## src/rtl/alu_pkg.sv

```systemverilog
// rtl/alu_pkg.sv - shared ALU func codes, sequencer states and operand-need helpers
package alu_pkg;

  localparam int ALU_FUNC_W = 3;

  localparam logic [ALU_FUNC_W-1:0] FUNC_ADD    = 3'b000;
  localparam logic [ALU_FUNC_W-1:0] FUNC_SUB    = 3'b001;
  localparam logic [ALU_FUNC_W-1:0] FUNC_NAND   = 3'b010;
  localparam logic [ALU_FUNC_W-1:0] FUNC_INC    = 3'b011;
  localparam logic [ALU_FUNC_W-1:0] FUNC_PASS_A = 3'b100;
  localparam logic [ALU_FUNC_W-1:0] FUNC_PASS_B = 3'b101;

  typedef enum logic [2:0] {
    ST_IDLE = 3'd0,
    ST_LD_A = 3'd1,
    ST_LD_B = 3'd2,
    ST_EXEC = 3'd3,
    ST_RESP = 3'd4
  } seq_state_t;

  // Codes 110 and 111 have no ALU operation behind them.
  function automatic logic func_legal(input logic [ALU_FUNC_W-1:0] func);
    return (func <= FUNC_PASS_B);
  endfunction

  // Every legal op except PASS_B reads the A latch.
  function automatic logic needs_a(input logic [ALU_FUNC_W-1:0] func);
    return func_legal(func) && (func != FUNC_PASS_B);
  endfunction

  // Two-operand ops plus PASS_B read the B latch.
  function automatic logic needs_b(input logic [ALU_FUNC_W-1:0] func);
    return (func == FUNC_ADD) || (func == FUNC_SUB) ||
           (func == FUNC_NAND) || (func == FUNC_PASS_B);
  endfunction

endpackage

```

## src/rtl/alu_op_sequencer.sv

```systemverilog
// rtl/alu_op_sequencer.sv - request/operand/response sequencer driving the combinational ALU
module alu_op_sequencer
  import alu_pkg::*;
#(
  parameter int DATA_W = 32,
  parameter int FUNC_W = 3
) (
  input  logic              clk,
  input  logic              rst_n,
  input  logic              req_valid,
  input  logic [FUNC_W-1:0] req_func,
  output logic              req_ready,
  input  logic              opnd_valid,
  input  logic [DATA_W-1:0] opnd_data,
  output logic              opnd_ready,
  output logic [DATA_W-1:0] alu_a,
  output logic [DATA_W-1:0] alu_b,
  output logic [FUNC_W-1:0] alu_func,
  input  logic [DATA_W-1:0] alu_out,
  output logic              rsp_valid,
  input  logic              rsp_ready,
  output logic [DATA_W-1:0] rsp_data,
  output logic              rsp_zero,
  output logic              rsp_neg,
  output logic              rsp_err
);

  seq_state_t state, state_nxt;

  // Handshake outputs are pure state decodes so no input reaches an output combinationally.
  assign req_ready  = (state == ST_IDLE);
  assign opnd_ready = (state == ST_LD_A) || (state == ST_LD_B);
  assign rsp_valid  = (state == ST_RESP);

  // State register; reset abandons any partially collected operation.
  always_ff @(posedge clk or negedge rst_n) begin
    if (!rst_n) begin
      state <= ST_IDLE;
    end else begin
      state <= state_nxt;
    end
  end

  // Next-state decode: operand collection order follows the func's operand needs.
  always_comb begin
    state_nxt = state;
    unique case (state)
      ST_IDLE: begin
        if (req_valid) begin
          if (!func_legal(req_func)) begin
            state_nxt = ST_RESP;
          end else if (needs_a(req_func)) begin
            state_nxt = ST_LD_A;
          end else begin
            state_nxt = ST_LD_B;
          end
        end
      end
      ST_LD_A: begin
        if (opnd_valid) begin
          state_nxt = needs_b(alu_func) ? ST_LD_B : ST_EXEC;
        end
      end
      ST_LD_B: begin
        if (opnd_valid) begin
          state_nxt = ST_EXEC;
        end
      end
      ST_EXEC: begin
        state_nxt = ST_RESP;
      end
      ST_RESP: begin
        if (rsp_ready) begin
          state_nxt = ST_IDLE;
        end
      end
      default: begin
        state_nxt = ST_IDLE;
      end
    endcase
  end

  // Latches and result register; unloaded latches keep their previous contents.
  always_ff @(posedge clk or negedge rst_n) begin
    if (!rst_n) begin
      alu_a    <= '0;
      alu_b    <= '0;
      alu_func <= '0;
      rsp_data <= '0;
      rsp_zero <= 1'b1;
      rsp_neg  <= 1'b0;
      rsp_err  <= 1'b0;
    end else begin
      case (state)
        ST_IDLE: begin
          if (req_valid) begin
            alu_func <= req_func;
            if (!func_legal(req_func)) begin
              rsp_data <= '0;
              rsp_zero <= 1'b1;
              rsp_neg  <= 1'b0;
              rsp_err  <= 1'b1;
            end
          end
        end
        ST_LD_A: begin
          if (opnd_valid) begin
            alu_a <= opnd_data;
          end
        end
        ST_LD_B: begin
          if (opnd_valid) begin
            alu_b <= opnd_data;
          end
        end
        ST_EXEC: begin
          rsp_data <= alu_out;
          rsp_zero <= (alu_out == '0);
          rsp_neg  <= alu_out[DATA_W-1];
          rsp_err  <= 1'b0;
        end
        default: begin
        end
      endcase
    end
  end

endmodule

```

## config.mk

```make
export PLATFORM = sky130hd
export DESIGN_NAME = alu_op_sequencer
export DESIGN_NICKNAME = d
export VERILOG_FILES = /design/src/rtl/alu_pkg.sv /design/src/rtl/alu_op_sequencer.sv
export SDC_FILE = /design/constraint.sdc
export NUM_CORES = 1
export LEC_CHECK = 0
export CORE_UTILIZATION = 45
export CTS_CLUSTER_SIZE = 10
export DETAILED_ROUTE_END_ITERATION = 8
export GPL_TIMING_DRIVEN = 0
export PLACE_DENSITY_LB_ADDON = 0.1
export SETUP_SLACK_MARGIN = 0.4
export SYNTH_ARGS = -nofsm -noshare
export SYNTH_HDL_FRONTEND = slang
export SYNTH_SLANG_ARGS = --single-unit
```

## constraint.sdc

```tcl
create_clock -name clk -period 2.7 [get_ports clk]
set_input_delay 0.54 -clock clk [delete_from_list [all_inputs] [get_ports clk]]
set_output_delay 0.54 -clock clk [all_outputs]
set_load 0.05 [all_outputs]
```

==> results of run 1 <==
[layout by cell type (no fill, tap or decap), types with 2 or more instances in the layout]
cell,n
a21oi_1,2
a22o_1,32
buf_2,4
buf_4,8
buf_6,4
clkbuf_1,4
clkbuf_2,3
clkbuf_8,11
clkdlybuf4s50_1,172
clkinv_4,2
dfrtp_1,103
inv_1,6
inv_6,2
mux2_1,4
mux2_2,63
mux2i_1,2
nand2_1,2
nand4_1,2
nor2_1,6
nor4_1,8
nor4b_1,2
o21a_1,2
o21ai_0,3
[cell usage after synthesis (2+ instances only)]
library cell	n	area, um^2
dfrtp_1	103	2580
mux2_2	63	709
a22o_1	32	280
nor4_1	8	50.1
buf_4	7	52.6
inv_1	6	22.5
nor2_1	6	22.5
buf_2	4	20.0
buf_6	4	45.0
clkbuf_1	4	15.0
mux2_1	4	45.0
o21ai_0	3	15.0
a21oi_1	2	10.0
mux2i_1	2	20.0
nand2_1	2	7.51
nand4_1	2	12.5
nor4b_1	2	17.5
o21a_1	2	15.0
[sequential cells by signal, summed over array words and instances, names as in the netlist]
| register | count |
|---|---|
| alu_a | 32 |
| alu_b | 32 |
| rsp_data | 32 |
| alu_func | 3 |
| state | 3 |
| rsp_err | 1 |
| rsp_zero | 1 |
[final cells by class]
| type | count | area share (%) |
|---|---|---|
| Buffer | 20 | 2.23 |
| Clock buffer | 11 | 2.45 |
| Clock inverter | 5 | 0.749 |
| Inverter | 6 | 0.364 |
| Multi-Input combinational cell | 141 | 21.2 |
| Sequential cell | 104 | 42.1 |
| Tap cell | 108 | 2.18 |
| Timing Repair Buffer | 177 | 28.7 |
[path summary, 6_finish.rpt]
path                                            endpoint  cells past startpoint  slack (ns)
worst max-delay path                            rsp_zero                      1        0.45
worst min-delay path            rsp_data[22]$_DFFE_PN0P_                      1        0.12
worst max register to register     alu_b[19]$_DFFE_PN0P_                      6        0.89
worst min register to register      rsp_zero$_DFFE_PN1P_                      2        0.46
max in group asynchronous          alu_b[19]$_DFFE_PN0P_                      2        1.87
min in group clk                    rsp_zero$_DFFE_PN1P_                      2        0.46
[timing repair]
item,4_1_cts,5_1_grt
endpoints found under the setup margin,3,2
hold buffers,0,0
resized for setup,3,4
[layer usage]
| layer | wire [um] | vias up |
|---|---|---|
| met5 | 0 | - |
| met2 | 4760 | 115 |
| met3 | 492 | 17 |
| met1 | 4090 | 1503 |
| li1 | - | 1364 |
| met4 | 201 | 0 |
[kinds of logic (layout without fill, tap and decap cells)]
family / Yosys count / in the layout
and+or+nand+nor: 26 / 26
xor gates and xnor gates: 1 / 1
AOI/OAI and AO/OA: 45 / 45
DFF: 104 / 104
buffers and inverters: 26 / 219
muxes: 69 / 69
[stage by stage]
| step | utilization [%] | setup TNS (ns) | hold slack (ns) |
|---|---|---|---|
| final | 70.6 | 0 | 0.124 |
| after global routing | 70.6 | 0 | 0.151 |
| after CTS | 70.7 | 0 | 0.146 |
| after detailed placement | 68.4 | 0 | 0.452 |
| after global placement | 68.2 | -282.69 | 0.448 |
| after floorplan | - | 0 | 0.244 |
==> flow_summary.ini, run 1 <==
[clocking]
cts_buffers = 9
post_cts_buffers = 0
cts.sinks = 104
clock_path_buffers = 2
cts_root_buf = clkbuf_8
htree_levels = 3
clk_latency_ns = 0.37
path_clk_slew_ns = 0.11
tritoncts = built

[yosys]
synth_xor_area_share_pct = 0.215
synth_cell_types = 33
yosysSeqAreaShare_pct = 63.9
synth_nets = 343
synth_cells = 271
muxShareOfSynthArea_pct = 19.0
synth_compound_area_share_pct = 8.99
synth_seq_cells = 104
netlist_area_um2 = 4080
syn_area_per_cell_um2 = 15.0
ys_async_sr_fraction_pct = 100
yosys.area_share.simple_pct = 3.99
synth-warning-count = 0
ys.flop_type = dfrtp_1
synthAdderAreaFrac_pct = 0
synth_edf_count = 0
synth_top_family_by_area = multiplexers

[sta]
timing.final.crit_period_ns = 2.25
setup_viol = 0
finalClockSkew_ns = 0.0256
rsz0062_at_grt = no
period_share_pct = 83.2
setup_ws_ns = 0.453
fmax_mhz = 445
slew_headroom_pct = 63.8
worst_pin_slew_ns = 0.541
hold_viol = 0
drv_slew = 0

[layout]
nNetsFinal = 531
fillers = 673
areaGrowthSynthToFinish_pct = 51.7
fin_area_um2 = 6180
fin_cells = 572
layout-drive-gt1-share_pct = 21.8
regArea_um2 = 2600
n_antenna_cell = 0
multi_input_area_um2 = 1310

[place]
port_buffers = 176
post_dp_cell_area_um2 = 6000
placedCellCount = 556
gp_congestion = 0.790
dp_hpwl_mm = 7.07
pre_cts_slack_ns = 0.364

[critical_path]
startpoint = rsp_zero$_DFFE_PN1P_
crit_buf_inv = 1
cp.required_ns = 2.16
worstPathArrival_ns = 1.71
crit_slowest_cell = clkdlybuf4s50_1
rr_startpoint = state[2]$_DFFE_PN0P_
slowest_delay_ns = 0.80
path_cells = clkdlybuf4s50_1
cpLargestDelayFamily = buffers and inverters
start_kind = register
critPathMaxFanout = 2
worst_setup_path_end_kind = primary output
worstSetupPathType = reg2out

[drt]
vias = 2999
drt-total-wl_mm = 9.54
drc = 0
wl_per_cell_um = 16.7
drtIter0Drc = 53
via_per_inst = 5.24
dr.pass1.iters = 4
ant_nets = 0

[floorplanning]
initial_utilization_pct = 46.5
fp.dieH_um = 97.2
core_area_um2 = 8760
dieArea_um2 = 9440
num_io_pins = 177
rows = 34
die_x_um = 97.2

[global_route]
gr-usage-met3_pct = 4.68
grt_max_degree = 67
top_usage_layer = met2
grt_usage_pct = 21.1
grt-ovfl-total = 0
grtUsageMet2_pct = 34.9
grt_pass1_vias = 3159
gr-usage-met1_pct = 26.9
antenna_found_initial = 0
grt_pass1_wl_mm = 15.7

[status]
status = finished, final reports clean

[hold_path]
hp-class = in2async

[run]
maxCapViolations = 0
Power of run 1 is left out: the tool's default activity adds up to more than one toggle a clock period on the data nets, which glitch-free logic cannot reach.
==> run 2: changes to the inputs <==
Settings changed: CORE_UTILIZATION 45 to 38.
Clock period 2.7 ns to 1.9 ns, I/O delays scaled along.
==> run 2 against run 1 <==
Critical path depth is 3 higher. Worst hold slack better by 0.36 ns. Clock skew shrank 0.0088 ns. Worst setup slack lost 0.29 ns. Register-to-register slack got worse by 0.71 ns. Global-route usage fell by 0.41 points. Sequential share of layout area decreased by 2.3 points. Via count grew 5.0%. Final area is 5.8% higher. Non-clock buffer count up 35. Largest cell class unchanged.
==> flow_summary.ini, run 2 (same netlist as run 1, synthesis figures left out) <==
[status]
status = finished, final reports clean

[floorplanning]
fp.dieH_um = 106
num_io_pins = 177
die_x_um = 106
rows = 37
initial_utilization_pct = 39.3
dieArea_um2 = 11100
core_area_um2 = 10400

[global_route]
grt_pass1_vias = 3339
grt_max_degree = 63
grt-ovfl-total = 0
grt_usage_pct = 20.7
antenna_found_initial = 0
grt_pass1_wl_mm = 17.8

[clocking]
path_clk_slew_ns = 0.11
clk_latency_ns = 0.37
cts_root_buf = clkbuf_8
clock_path_buffers = 2
tritoncts = built
htree_levels = 3
cts.sinks = 104
cts_buffers = 9

[drt]
ant_nets = 0
wl_per_cell_um = 17.6
vias = 3148
dr.pass1.iters = 4
via_per_inst = 4.96
drtIter0Drc = 79
drc = 0
drt-total-wl_mm = 11.2

[sta]
timing.final.crit_period_ns = 1.74
period_share_pct = 91.5
hold_viol = 0
rsz0062_at_grt = yes
whs_ns = 0.485
slew_headroom_pct = 62.8
drv_slew = 0
finalClockSkew_ns = 0.0168
fmax_mhz = 575
setup_viol = 0
worst_pin_slew_ns = 0.558

[layout]
top_regs = alu_a: 32 flops, alu_b: 32 flops, rsp_data: 32 flops
nNetsFinal = 566
n_antenna_cell = 0
final_common_cell = dfrtp_1
layout_common_cells = dfrtp_1 (103), buf_2 (101), clkdlybuf4s50_1 (69), mux2_2 (40), a22o_1 (32)
layout-drive-gt1-share_pct = 51.1
areaGrowthSynthToFinish_pct = 60.5

[hold_path]
worstHoldStart = rsp_zero$_DFFE_PN1P_
hp-class = reg2reg
whs_path_depth = 2

[place]
gp_congestion = 0.762
dp_hpwl_mm = 7.20
port_buffers = 176

[critical_path]
worst_setup_path_end_kind = primary output
crit_buf_inv = 2
crit_slowest_cell = dfrtp_1
worstPathArrival_ns = 1.36
r2r_cells = 8
rr_startpoint = state[2]$_DFFE_PN0P_
worstSetupEndpoint = opnd_ready
crit_cells = 4
cpLargestDelayFamily = flip-flops
ff2ff_setup_slack_ns = 0.18
start_kind = register
cp.required_ns = 1.52
critPathMaxFanout = 6
r2r_end = rsp_data[17]$_DFFE_PN0P_
path_cells = buf_6 > xnor2_2 > nor2_2 > buf_4
slowest_delay_ns = 0.41
worstSetupPathType = reg2out
startpoint = state[1]$_DFFE_PN0P_

[run]
maxCapViolations = 0
run 2: final cells by class:
type	count	area (um^2)
flip-flops and latches	104	2600
clock buffers	10	138
repair buffers	212	1820
clock inverters	6	51.3
well taps	136	170
plain buffers	20	262
multi-input cells	141	1470
inverters	6	22.5
fillers	824	3830
run 2: how the worst min path moves through the flow:
stage                            end  slack, ns
2_1_floorplan   alu_a[0]$_DFFE_PN0P_       0.08
3_3_place_gp    rsp_zero$_DFFE_PN1P_       0.45
3_5_place_dp   alu_a[11]$_DFFE_PN0P_       0.41
4_1_cts         rsp_zero$_DFFE_PN1P_       0.49
5_1_grt         rsp_zero$_DFFE_PN1P_       0.51
6_report        rsp_zero$_DFFE_PN1P_       0.49
run 2: repair_timing:
action                                  in CTS  in global routing
setup buffers                               19                  4
cloned                                      10                  1
endpoints found under the hold margin       13                  0
endpoints found under the setup margin     202                143
gates resized for setup                    527                 87
hold buffers                                 1                  0
pin swaps                                    5                  5
run 2: metrics by stage:
| stage | std cells | instance area, um^2 | setup slack (ns) | setup TNS, ns | util [%] |
|---|---|---|---|---|---|
| after floorplan | 271 | 4110 | 0.0153 | 0 | - |
| after global placement | 583 | 6040 | -3.47 | -362.63 | 58.2 |
| after detailed placement | 584 | 6060 | -0.123 | -4.61 | 58.5 |
| after CTS | 630 | 6630 | 0.142 | 0 | 64.0 |
| after global routing | 635 | 6540 | 0.0951 | 0 | 63.1 |
| final | 635 | 6540 | 0.162 | 0 | 63.1 |
run 2: routing by layer:
layer | GRT usage, % | vias to the layer above | share of wire, %
met5 | 0 | - | 0
met4 | 5.16 | 0 | 0.80
met3 | 5.44 | 9 | 6.5
met2 | 33.6 | 124 | 49
met1 | 27.6 | 1575 | 43
li1 | - | 1440 | -
run 2: worst min-delay path, stage by stage (launching register included):
cell and delay (ns):
dfstp_2 0.39, inv_1 0.06, a21oi_2 0.05
Power of run 2 is left out for the same reason.
==> run 3: changes to the inputs <==
Settings changed: ABC_AREA from default to 1, CORE_UTILIZATION 38 to 39, MAX_ROUTING_LAYER from default to met4.
==> run 3 against run 2 <==
Sequential cell count unchanged. Via count increased by 18%. Worst setup slack better by 0.10 ns. Critical path depth is the same. Final area shrank 6.4%. Fmax grew 6.1%. Worst hold slack worse by 0.47 ns. Clock skew decreased by 0.0061 ns. Synthesized cell count is 73% higher. Critical endpoint unchanged.
==> flow_summary.ini, run 3 <==
[sta]
period_share_pct = 86.2
hold_viol = 0
rsz0062_at_grt = yes
finalClockSkew_ns = 0.0107
slew_headroom_pct = 61.2
timing.final.crit_period_ns = 1.64
fmax_mhz = 611
drv_slew = 0
setup_viol = 0
worst_pin_slew_ns = 0.582

[place]
gp_congestion = 0.771
post_dp_cell_area_um2 = 6290
placedCellCount = 785
port_buffers = 176
dp_hpwl_mm = 7.95

[run]
maxCapViolations = 0

[global_route]
antenna_found_initial = 0
grt_usage_pct = 20.4
grt_max_degree = 63
grt_pass1_vias = 3787
grt_pass1_wl_mm = 17.7
grt-ovfl-total = 0

[critical_path]
worstSetupPathType = reg2out
cp.required_ns = 1.52
ff2ff_setup_slack_ns = 0.37
r2r_end = alu_b[11]$_DFFE_PN0P_
start_kind = register
worstPathArrival_ns = 1.26
critPathMaxFanout = 3
worstSetupEndpoint = opnd_ready
worst_setup_path_end_kind = primary output
rr_startpoint = state[2]$_DFFE_PN0P_
r2r_cells = 9
startpoint = state[2]$_DFFE_PN0P_

[drt]
dr.pass1.iters = 4
drtIter0Drc = 179
ant_nets = 0
drc = 0
vias = 3702
wl_per_cell_um = 13.8
drt-total-wl_mm = 11.2
via_per_inst = 4.58

[yosys]
muxShareOfSynthArea_pct = 0
synthAdderAreaFrac_pct = 0
synth_top_area_share_pct = 59.5
synth_nets = 540
synth_cell_types = 22
netlist_area_um2 = 4330
synth_seq_cells = 104
synth_compound_area_share_pct = 11.0
yosysTopAreaCell = dfrtp_1
synth_xor_area_share_pct = 0
netlist_top_cells_count = nand2_1 (187), dfrtp_1 (103), inv_1 (40), o21ai_1 (37), o21ai_2 (28)
ys.flop_type = dfrtp_1
synth_edf_count = 0
synth_cells = 468
synth-warning-count = 0
syn_area_per_cell_um2 = 9.25
yosysSeqAreaShare_pct = 60.1
synth_top_family_by_area = simple AND/OR/NAND/NOR gates
ys_async_sr_fraction_pct = 100
ys_top_cells_by_area = dfrtp_1 (60%), nand2_1 (16%), o21ai_2 (5.7%), o21ai_1 (4.3%), inv_1 (3.5%)
yosysMostFrequentCell = nand2_1
yosys.area_share.simple_pct = 21.1

[clocking]
cts.sinks = 104
cts_buffers = 9
cts_root_buf = clkbuf_8
cts_hold_buf = 0
path_clk_slew_ns = 0.09
tritoncts = built
clock_path_buffers = 2
clk_latency_ns = 0.36
htree_levels = 3

[layout]
layout_common_cells = nand2_1 (186), dfrtp_1 (102), buf_2 (101), clkdlybuf4s50_1 (70), inv_1 (40)
final_util_pct = 56.5
final_common_cell = nand2_1
areaGrowthSynthToFinish_pct = 41.4
top_regs = alu_a: 32 flops, alu_b: 32 flops, rsp_data: 32 flops
fin_area_um2 = 6120
n_antenna_cell = 0
fin_cells = 808
nNetsFinal = 735
layout-drive-gt1-share_pct = 29.6

[floorplanning]
num_io_pins = 177
fp.dieH_um = 107
rows = 38
initial_utilization_pct = 39.9
core_area_um2 = 10800
die_x_um = 107
dieArea_um2 = 11500

[pwr]
peakVddDrop_uv = 1010
powerDensity_nw_per_um2 = 2030
power_uw = 12400
leakage_uw = 0.00330

[hold_path]
hp-class = in2async

[status]
status = finished, final reports clean
-- run 3: worst min-delay path by stage --
stage,to,slack [ns],cells past startpoint
2_1_floorplan,alu_a[0]$_DFFE_PN0P_,0.08,0
3_3_place_gp,rsp_data[27]$_DFFE_PN0P_,0.45,2
3_5_place_dp,rsp_data[30]$_DFFE_PN0P_,0.42,1
4_1_cts,rsp_data[19]$_DFFE_PN0P_,0.03,1
5_1_grt,rsp_data[25]$_DFFE_PN0P_,0.05,1
6_report,rsp_data[30]$_DFFE_PN0P_,0.01,1
-- run 3: routing by layer --
metal | share of wire, % | up-vias | GRT usage, %
met5 | 0 | - | -
met4 | 1.4 | 0 | 7.05
met3 | 6.4 | 13 | 4.00
met2 | 48 | 122 | 33.9
met1 | 44 | 1741 | 24.8
li1 | - | 1826 | -
-- run 3: through the flow --
stage	hold WS, ns	setup TNS (ns)	setup slack [ns]
5_1_grt	0.0506	0	0.212
3_5_place_dp	0.421	-0.0532	-0.0371
6_report	0.0108	0	0.263
4_1_cts	0.0266	0	0.255
3_3_place_gp	0.454	-366.76	-3.55
2_1_floorplan	0.0844	0	0.429
-- run 3: final cells by class --
type | instances | area (um^2)
fillers | 1023 | 4720
flip-flops and latches | 104 | 2610
multi-input cells | 299 | 1420
repair buffers | 184 | 1380
inverters | 46 | 178
well taps | 140 | 175
plain buffers | 19 | 165
clock buffers | 11 | 141
clock inverters | 5 | 56.3
-- run 3: critical path, stage by stage, from the launching register on --
cell	delay, ns
dfrtp_2	0.47
nor2_4	0.14
nand2_2	0.08
nand2_4	0.07
buf_8	0.14
-- run 3: cells by family after synthesis --
logic type | Yosys count
buf+inv | 65
compound gates | 71
flops | 104
simple gates | 228
-- run 3: power by group --
part / total [uW] / switching [uW] / leakage (uW) / internal, uW
Sequential: 3740 / 539 / 0.00131 / 3200
Clock: 1390 / 746 / 0.0000993 / 645
Combinational: 7310 / 5390 / 0.00189 / 1920
Total: 12400 / 6680 / 0.00330 / 5760
-- run 3: timing repair --
item	CTS	global route
gates resized for setup	429	109
setup endpoints to repair	105	55
cloned	0	0
setup buffers	3	4
pin swaps	3	4
(Power assumes the default switching activity.)
==> edit: new RTL, settings of run 2 <==
The parameter `DATA_W` goes from 32 to 36.
--- a/src/rtl/alu_op_sequencer.sv
+++ b/src/rtl/alu_op_sequencer.sv
@@ -3,5 +3,5 @@
   import alu_pkg::*;
 #(
-  parameter int DATA_W = 32,
+  parameter int DATA_W = 36,
   parameter int FUNC_W = 3
 ) (
Ports: changed (5 resized); port bits go from 177 to 197. No check against the original RTL was run, so the function may have changed too.
==> edit against run 2 <==
Sequential cell count rose by 12. Routed wire length grew 14%. Non-clock buffer count increased by 6. Highest routed layer unchanged. Count of clock-buffer cells in the layout increased by 13. Fmax down 2.1%. Critical path type is now flop to flop. Critical endpoint is now alu_b[33]$_DFFE_PN0P_. Area after synthesis rose by 10%. Cell area rose by 15%. Via count grew 8.2%. Synthesized cell count up 7.0%. Worst setup slack worse by 0.037 ns. Largest cell class unchanged.
==> edit: results <==
[status]
status = "finished, final reports clean"

[timing]
whs_ns = 0.4815

[clock_tree]
cts_resized = 636
htreeDepth = 4
holdBufCountCts = 1
clk_pin_slew_ns = 0.05
clock-root-buffer = "clkbuf_16"
clk-insertion-delay-late_ns = 0.41
cts_made_buffers = 17
postCtsSetupBuffers = 16

[global_routing]
met3_usage_pct = 7.873
grt_pass1_wl_microns = 21360
grt_pass1_vias = 3847
grt_max_degree = 60
use_met1_pct = 29.43

[layout]
drive_gt1_share_pct = 50.74
nets = 609
fillers = 899
largest_registers = "alu_a x36, alu_b x36, rsp_data x36"

[setup_path]
worst_path_dominant_cell_family = "buffers and inverters"
crit_path_end_kind = "flop"
r2r_cells = 7
startpoint = "state[0]$_DFFE_PN0P_"
regToRegEndpoint = "alu_b[33]$_DFFE_PN0P_"
cp.arrival_ns = 2.06
r2r_slack_ns = 0.12
cpPeakStageDelay_ns = 0.39

[placed_design]
dp_hpwl_microns = 8533
port_buffers = 196
gp_congestion = 0.8315

[route]
wirelength_microns = 12670
drt-met1-wl_microns = 5510
via_per_inst = 4.971
wl_met2_microns = 6047
wl_met3_microns = 957

[yosys]
synthTopCellsByCount = "115 x dfrtp_1, 68 x mux2_2, 36 x a22o_1, 9 x nor4_1, 8 x buf_2"
syn_nets = 370
async_reset_ff_share_pct = 100.0
ys_seq_area_share_pct = 64.69

[worst_hold_path]
min_path_cells = 2
edit: per-stage QoR:
stage	instance area, sq um	worst slack [ns]	util, %	cells
global route	7505	0.07698	65.44	685
floorplan	4792	0.01338	-	290
finish	7505	0.1246	65.44	685
global placement	6933	-3.949	60.46	629
detailed placement	6962	-0.6286	60.71	630
CTS	7471	0.1203	65.15	683
edit: cell families (layout without fill, tap and decap cells):
logic type	count (synthesis)	after routing	share of synthesized area, %
AOI/OAI and AO/OA	48	48	8.668
xor gates and xnor gates	1	1	0.1951
and+or+nand+nor	27	27	4.209
muxes	76	76	19.04
buffers and inverters	22	274	3.205
DFF	116	116	64.69
edit: final cells by class:
type,instances,area (sq um),share of cell area [%]
Clock inverter,9,125.1,1.667
Inverter,4,17.52,0.2334
Sequential cell,116,2904,38.70
Multi-Input combinational cell,152,1760,23.46
Clock buffer,23,488.0,6.502
Timing Repair Buffer,220,1795,23.92
Buffer,18,235.2,3.134
Tap cell,143,178.9,2.384
